`src/rtl/mii_rx_pkg.sv`:
```
// Shared state encoding and nibble constants for the MII receive path.
// Also decoded by sinhr_input_data on its state_in port.
package mii_rx_pkg;

  typedef enum logic [2:0] {
    IDLE     = 3'd0,
    ALIGN    = 3'd1,
    PREAMBLE = 3'd2,
    DATA     = 3'd3,
    DROP     = 3'd4
  } rx_state_t;

  localparam logic [3:0] PRE_NIB = 4'h5;
  localparam logic [3:0] SFD_NIB = 4'hD;

  function automatic logic [15:0] sat_inc16(
    input logic [15:0] v
  );
    return (v == 16'hFFFF) ? v : v + 16'd1;
  endfunction

endpackage

```
`src/rtl/sig_delay_line.sv`:
```
// Fixed-depth register delay for a small control bus.
// Clears to zero on reset.
module sig_delay_line #(
  parameter int WIDTH = 2,
  parameter int DEPTH = 2
) (
  input  logic             clk,
  input  logic             rst_n,
  input  logic [WIDTH-1:0] d,
  output logic [WIDTH-1:0] q
);

  logic [WIDTH-1:0] pipe [DEPTH];

  always_ff @(posedge clk or negedge rst_n) begin
    if (!rst_n) begin
      for (int i = 0; i < DEPTH; i++)
        pipe[i] <= '0;
    end else begin
      pipe[0] <= d;
      for (int i = 1; i < DEPTH; i++)
        pipe[i] <= pipe[i-1];
    end
  end

  assign q = pipe[DEPTH-1];

endmodule

```
`src/rtl/mii_rx_frame_ctrl.sv`:
```
// MII receive frame sequencer: alignment window, preamble/SFD check,
// low-nibble-first byte assembly, frame length and error flags.
module mii_rx_frame_ctrl
  import mii_rx_pkg::*;
#(
  parameter int ALIGN_CYCLES = 4,
  parameter int PIPE_DLY     = 2,
  parameter int MIN_PRE_NIB  = 6,
  parameter int MAX_PRE_NIB  = 16,
  parameter int MAX_BYTES    = 1522
) (
  input  logic        clk_25Mz,
  input  logic        reset_n,
  input  logic        CRS,
  input  logic        RX_DV,
  input  logic [3:0]  data_sinhr_in,
  output logic [2:0]  state_out,
  output logic [7:0]  rx_byte,
  output logic        rx_byte_valid,
  output logic        rx_sof,
  output logic        rx_eof,
  output logic [15:0] rx_len,
  output logic        err_preamble,
  output logic        err_odd,
  output logic        err_long,
  output logic        busy
);

  localparam int AW = $clog2(ALIGN_CYCLES + 1);
  localparam int PW = $clog2(MAX_PRE_NIB + 1);

  localparam logic [AW-1:0] ALIGN_LAST = AW'(ALIGN_CYCLES - 1);
  localparam logic [PW-1:0] PRE_MIN    = PW'(MIN_PRE_NIB);
  localparam logic [PW-1:0] PRE_LAST   = PW'(MAX_PRE_NIB - 1);
  localparam logic [15:0]   LEN_MAX    = 16'(MAX_BYTES);

  logic [1:0] rst_sync;
  logic       rst_n;

  // Assert immediately, release on a clock edge.
  always_ff @(posedge clk_25Mz or negedge reset_n) begin
    if (!reset_n)
      rst_sync <= 2'b00;
    else
      rst_sync <= {rst_sync[0], 1'b1};
  end

  assign rst_n = rst_sync[1];

  logic [1:0] line_d;
  logic       crs_d;
  logic       dv_d;

  sig_delay_line #(
    .WIDTH (2),
    .DEPTH (PIPE_DLY)
  ) u_dly (
    .clk   (clk_25Mz),
    .rst_n (rst_n),
    .d     ({CRS, RX_DV}),
    .q     (line_d)
  );

  assign {crs_d, dv_d} = line_d;

  rx_state_t     state;
  logic [AW-1:0] align_cnt;
  logic [PW-1:0] pre_cnt;
  logic          phase;
  logic [3:0]    low_nib;

  logic is_pre;
  logic is_sfd;

  assign is_pre = (data_sinhr_in == PRE_NIB);
  assign is_sfd = (data_sinhr_in == SFD_NIB);

  always_ff @(posedge clk_25Mz or negedge rst_n) begin
    if (!rst_n) begin
      state         <= IDLE;
      align_cnt     <= '0;
      pre_cnt       <= '0;
      phase         <= 1'b0;
      low_nib       <= 4'h0;
      rx_byte       <= 8'h00;
      rx_byte_valid <= 1'b0;
      rx_sof        <= 1'b0;
      rx_eof        <= 1'b0;
      rx_len        <= 16'h0000;
      err_preamble  <= 1'b0;
      err_odd       <= 1'b0;
      err_long      <= 1'b0;
    end else begin
      rx_byte_valid <= 1'b0;
      rx_sof        <= 1'b0;
      rx_eof        <= 1'b0;
      err_odd       <= 1'b0;

      unique case (state)
        IDLE: begin
          if (dv_d && crs_d) begin
            state        <= ALIGN;
            err_preamble <= 1'b0;
            err_long     <= 1'b0;
            rx_len       <= 16'h0000;
            align_cnt    <= '0;
            pre_cnt      <= '0;
            phase        <= 1'b0;
          end
        end

        ALIGN: begin
          if (!dv_d)
            state <= IDLE;
          else if (align_cnt == ALIGN_LAST)
            state <= PREAMBLE;
          else
            align_cnt <= align_cnt + 1'b1;
        end

        PREAMBLE: begin
          unique case (1'b1)
            !dv_d: begin
              state        <= IDLE;
              err_preamble <= 1'b1;
            end
            is_pre: begin
              pre_cnt <= pre_cnt + 1'b1;
              if (pre_cnt == PRE_LAST) begin
                state        <= DROP;
                err_preamble <= 1'b1;
              end
            end
            is_sfd && (pre_cnt >= PRE_MIN):
              state <= DATA;
            default: begin
              state        <= DROP;
              err_preamble <= 1'b1;
            end
          endcase
        end

        DATA: begin
          if (!dv_d) begin
            state   <= IDLE;
            rx_eof  <= 1'b1;
            err_odd <= phase;
          end else if (!phase) begin
            low_nib <= data_sinhr_in;
            phase   <= 1'b1;
          end else if (rx_len >= LEN_MAX) begin
            // Byte that would overrun the limit is swallowed.
            state    <= DROP;
            err_long <= 1'b1;
          end else begin
            rx_byte       <= {data_sinhr_in, low_nib};
            rx_byte_valid <= 1'b1;
            rx_sof        <= (rx_len == 16'h0000);
            rx_len        <= sat_inc16(rx_len);
            phase         <= 1'b0;
          end
        end

        DROP: begin
          if (!dv_d && !crs_d)
            state <= IDLE;
        end

        default: state <= IDLE;
      endcase
    end
  end

  assign state_out = state;
  assign busy      = (state != IDLE);

endmodule

```
`config.mk`:
```
export PLATFORM = sky130hd
export DESIGN_NAME = mii_rx_frame_ctrl
export DESIGN_NICKNAME = d
export VERILOG_FILES = /design/src/rtl/mii_rx_pkg.sv /design/src/rtl/sig_delay_line.sv /design/src/rtl/mii_rx_frame_ctrl.sv
export SDC_FILE = /design/constraint.sdc
export NUM_CORES = 1
export LEC_CHECK = 0
export ABC_CLOCK_PERIOD_IN_PS = 2000
export BUFFER_PORTS_ARGS = -buffer_cell sky130_fd_sc_hd__buf_2
export CORE_MARGIN = 3
export CORE_UTILIZATION = 40
export DETAILED_ROUTE_END_ITERATION = 10
export GPL_TIMING_DRIVEN = 0
export HOLD_SLACK_MARGIN = 0.15
export PLACE_DENSITY = 0.61
export SYNTH_ARGS = -nofsm -noshare
export SYNTH_HDL_FRONTEND = slang
export SYNTH_SLANG_ARGS = --single-unit
```
`constraint.sdc`:
```
create_clock -name clk_25Mz -period 2 [get_ports clk_25Mz]
set_input_delay 0 -clock clk_25Mz [delete_from_list [all_inputs] [get_ports clk_25Mz]]
set_output_delay 0 -clock clk_25Mz [all_outputs]
set_load 0.01 [all_outputs]
```
* Yosys cells after proc, flatten, opt, wreduce, memory -nomap -nowiden *
Index checks and enable logic that the tools add are counted.

storage, ports and cells
  output and inout bits = 34
  logic and storage cells = 114
  register bits after elaboration = 52
  input port bits = 8

operators by class
  eq/ne operators = 24
  $add $sub $neg = 3
  reduce and logical (&&, ||, !) cells = 20
  order comparisons = 2
  bitwise operators = 2
  multiplexer cells = 47

operator list
  cell                                                                                    number
  16-bit 2-to-1 mux                                                                       5
  3-bit 2-to-1 mux                                                                        11
  16-bit case mux with 2 select lines                                                     1
  1-bit 2-to-1 mux                                                                        20
  2-bit != test (second input constant)                                                   9
  16-bit by 1-bit adder with 16-bit output (second input constant)                        1
  16-bit equality test (second input constant)                                            1
  16-bit by 11-bit greater-or-equal comparator with 1-bit output (second input constant)  1
  16-bit zero test                                                                        1
  3-bit case mux with 5 select lines                                                      1
  3-bit != test (second input constant)                                                   4
  4-bit AND reduction                                                                     3
  6-bit AND reduction                                                                     2
  5-bit 2-to-1 mux                                                                        2
  5-bit case mux with 2 select lines                                                      1
  3-bit by 2-bit equality test with 1-bit output (second input constant)                  3
  3-bit case mux with 3 select lines                                                      1
  3-bit AND reduction                                                                     3
  1-bit case mux with 2 select lines                                                      4
  3-bit case mux with 2 select lines                                                      1
  2-bit nonzero test                                                                      3
  5-bit by 1-bit adder with 5-bit output (second input constant)                          1
  5-bit by 4-bit equality test with 1-bit output (second input constant)                  1
  5-bit by 3-bit greater-or-equal comparator with 1-bit output (second input constant)    1
  12 further kinds                                                                        17

* Logic depth before layout (Yosys ltp) *
  word-level depth = 6
  mapped depth = 8
  mapped depth without buffers = 7

* Modules after synthesis *
Synthesis repeated with hierarchy kept, for this count alone.

unflattened totals
  cells, all modules = 223
  area, all modules = 2427.3 sq um

by module, submodules not included
  module             seq. area each (sq um)  area each (sq um)  cells each  instances
  mii_rx_frame_ctrl  1201.2                  2312.2             217         1
  sig_delay_line     100.1                   115.1              6           1

* Least setup slack after synthesis *
No wires, ideal clock.

  path type = reg-to-reg
  from = reg rx_len[0]
  to = reg rx_byte[5]
  required time = 1.875 ns
  arrival time = 2.057 ns
  cell stages (with the launch flop) = 8
  period minus slack after synthesis = 2.182 ns
  slack = -0.182 ns
  path buffers = 1
  library setup time = 0.125 ns
  cell sequence = dfrtp_1 inv_1 ha_1 or4_1 nand4_2 and3_1 buf_4 mux2_2

between the ends
  longest elaborated chain between the ends = 3

ends and longest elaborated chain
  element                                                         line                      source
  start: declaration                                              mii_rx_frame_ctrl.sv:22   output logic [15:0] rx_len,
  start signal: assignment                                        mii_rx_frame_ctrl.sv:159  rx_len <= sat_inc16(rx_len);
  16-bit by 11-bit greater-or-equal comparator with 1-bit output  mii_rx_frame_ctrl.sv:151  end else if (rx_len >= LEN_MAX) begin
  1-bit inverter (no line)                                        n/a
  4-bit AND reduction (no line)                                   n/a
  end signal: assignment                                          mii_rx_frame_ctrl.sv:156  rx_byte <= {data_sinhr_in, low_nib};
  end: declaration                                                mii_rx_frame_ctrl.sv:18   output logic [7:0] rx_byte,

No other way between the ends.
A chain may end at the register's enable or synchronous reset.

* Worst setup path after layout *
  from = reg rx_len[1]
  to = reg rx_byte[7]

The elaborated chain is that of the path after synthesis.

==> run summary <==
Outcome = completed
Post-DP HPWL = 3620 um
Logic pwr share = 28.4%
Detailed-route vias per instance = 5.21
Switching share of power = 32.7%
DRC violations left = 0
Share of the synthesized area in the top cell type = 54.0%
Iter 0 DRT Violations = 66
Antenna violations before repair = 0
Share of cells above drive strength 1 = 33.4%
Simple-gate area share of the yosys netlist = 20.5%
Fillers = 525
Final wirelength = 5290 um
Final core occ = 54.3%
Most used routing layer in global routing = met2
Die Y = 83.6 um
Cell Int Power = 1.76 mW
Routed Antenna Nets = 0
Multiplexer share of the synthesized area = 5.61%
Max Buffers Root-to-Sink = 2
GR Util met3 = 4.24%
Worst reg2reg startpoint = rx_len[1]$_DFFE_PN0P_
Drt pass-1 iters = 4
Fraction of registers with async set/reset = 100%
Reg area = 0.00131 mm2
Largest net degree at the start of global routing = 34
TritonCTS clock tree = yes
Final period util = 98.9%
Clock Skews = 0.00615 ns
CTS Buf Count = 5
Global route overflow = 0
Synth Register Bits = 52
CTS sink count = 52
Sequential share of the synthesized area = 54.0%
GR Util met1 = 20.5%
Root Driver = clkbuf_8
Top Family by Delay on Critical Path = simple AND/OR/NAND/NOR gates
Met2 usage = 25.2%
Largest cells by area after synthesis = dfrtp_1 (54%), mux2_2 (4.7%), ha_1 (4.2%), o21ai_0 (3.5%), nor2_1 (3.1%)
# IOs = 42
Fin. max-slew vios = 0
Port Buf Inserts = 41
Clk pwr share = 23.0%
Post-synth EDFFs = 0
Critical path data arrival time = 2.18 ns
Die W = 83.6 um
Synth area leader = dfrtp_1
Routed WL per cell = 14.5 um
Number of global-route vias before repair = 1826
P per Cell Area = 851 mW/mm2
Hold Violations, Final = 0
Layout Cells excl Fill = 365
Minimum clock period = 1.98 ns
Crit path launch type = register
Routed vias = 1902
Adder-cell share of the synthesized area = 4.15%
Total of warnings raised by yosys = 0
Initial core utilization = 42.5%
Post-synthesis cell area = 0.00241 mm2
First-pass GRT wire length = 8890 um
Seq pwr share = 48.6%
CTS HTree Levels = 2
Cells after Synth = 224
R2R Setup Slk = 0.02 ns
Net Sw Power = 0.857 mW
Core area = 0.00568 mm2
Worst Path Max Fanout = 8
Maximum capacitance violations = 0
CP endpoint kind = register
Xor/xnor share of the synthesized area = 1.45%
CP Cell Sequence = buf_6, or4_4, nand4_4, and3_4, buf_8, mux2_2
Cell Count Post-Placement = 338
Post-synth cell types = 47
Area occupied by multi-input gates = 0.00112 mm2
P_leak = 1.50 nW
Worst R2R Path Depth = 6
Worst EP required = 2.21 ns
Unrepaired setup endpoints after global routing = true
Worst R2R End = rx_byte[7]$_DFFE_PN0P_
Clock latency on the worst-skew pair = 0.31 ns
Die area = 0.00699 mm2
Average size of a mapped cell = 10.8 um2
CP Buf/Inv Count = 2
Hold/Removal Path Class = register to async pin
Global Route Usage Sum = 15.6%
Syn Nets = 240
Setup violations, final = 0
Top-count cell post-synth = dfrtp_1
Slowest CP cell = or4_4
Clk slew on worst S/H paths = 0.10 ns
N_diodes = 0
Std-Cell Rows = 27
Main flop type after synthesis = dfrtp_1
Synth top cells by count = dfrtp_1 (52), nor2_1 (20), o21ai_0 (17), nand2_1 (14)
VDD IR max = 522 uV
Largest family of logic cells by synthesized area = simple AND/OR/NAND/NOR gates
Max Fclk = 505 MHz
Max transition margin = 54.7%
Nets = 308
Final GP Congestion = 0.757
Critical path class = register to register
Worst Max-Slew Pin Slew = 0.670 ns
Synth Area in Compound Gates = 11.3%
Area Overhead vs Synth = 27.8%
Crit path largest cell delay = 0.48 ns
-- worst max path at each step --
stage	startpoint	end	slack, ns	cells past startpoint
6_report	rx_len[1]$_DFFE_PN0P_	rx_byte[7]$_DFFE_PN0P_	0.02	6
5_1_grt	rx_len[0]$_DFFE_PN0P_	rx_len[1]$_DFFE_PN0P_	-0.06	9
4_1_cts	rx_len[3]$_DFFE_PN0P_	rx_byte[7]$_DFFE_PN0P_	0.0001	5
3_5_place_dp	rx_len[0]$_DFFE_PN0P_	rx_byte[2]$_DFFE_PN0P_	-0.18	7
3_3_place_gp	rx_len[0]$_DFFE_PN0P_	rx_byte[7]$_DFFE_PN0P_	-0.17	7
2_1_floorplan	rx_len[0]$_DFFE_PN0P_	rx_byte[5]$_DFFE_PN0P_	-0.06	7
-- metal layers --
| layer | part of all wire [%] | wire [um] |
|---|---|---|
| met5 | 0 | 0 |
| met4 | 1.3 | 70 |
| met3 | 4.6 | 245 |
| met2 | 48 | 2560 |
| met1 | 46 | 2410 |
-- kinds of logic after synthesis --
group | after synthesis
buffers and inverters | 17
muxes | 12
adders and majority gates | 8
AOI/OAI and AO/OA | 43
DFF | 52
and+or+nand+nor | 87
xor gates and xnor gates | 4
other | 1
-- per-stage QoR --
step           TNS, ns  hold WS (ns)  instance area, um2  power [mW]  setup WS (ns)
6_report             0         0.208                3080        2.62         0.0214
2_1_floorplan   -0.351        -0.296                2430        1.73        -0.0621
3_3_place_gp     -9.50        -0.215                2730        1.93         -0.172
4_1_cts              0         0.227                3020        2.61       0.000140
5_1_grt         -0.517         0.248                3080        2.81        -0.0624
3_5_place_dp     -1.89        -0.214                2750        1.94         -0.181
-- power by group through the flow --
stage          Combinational [mW]  Clock, mW  Sequential (mW)
3_3_place_gp                0.611          0             1.31
5_1_grt                     0.824      0.686             1.30
3_5_place_dp                0.633          0             1.31
4_1_cts                     0.710      0.628             1.27
2_1_floorplan               0.417          0             1.31
6_report                    0.745      0.604             1.27
-- state kept, by name, summed over array words and instances (netlist names) --
signal / count
rx_byte: 8
state_out: 3
pre_cnt: 5
phase: 1
low_nib: 4
err_odd: 1
rx_eof: 1
rx_sof: 1
align_cnt: 3
rx_byte_valid: 1
err_long: 1
u_dly.pipe: 2
err_preamble: 1
u_dly.q: 2
rx_len: 16
rst_sync: 2
-- area by class of cell --
| type | count | share of cell area, % |
|---|---|---|
| Tap cell | 72 | 2.93 |
| Buffer | 5 | 1.02 |
| Multi-Input combinational cell | 155 | 36.5 |
| Clock buffer | 6 | 2.36 |
| Inverter | 11 | 1.34 |
| Sequential cell | 52 | 42.4 |
| Clock inverter | 2 | 0.528 |
| Timing Repair Buffer | 62 | 13.0 |
-- repair_timing --
action / in CTS / in global routing
hold buffers: 8 / 0
buffers inserted: 9 / 3
gates resized for setup: 8 / 13
endpoints found under the setup margin: 18 / 19
hold endpoints to repair: 15 / 0
cloned: 0 / 0
pin swaps: 4 / 6
-- cells in the final DEF, fill, tap and decap left out, types with 8 or more instances in the layout --
cell,n
a21oi_1,9
buf_2,42
buf_4,11
dfrtp_1,49
dlygate4sd3_1,8
inv_1,10
mux2_2,8
nand2_1,14
nor2_1,20
o21ai_0,15
Power figures use the tool's default switching activity.
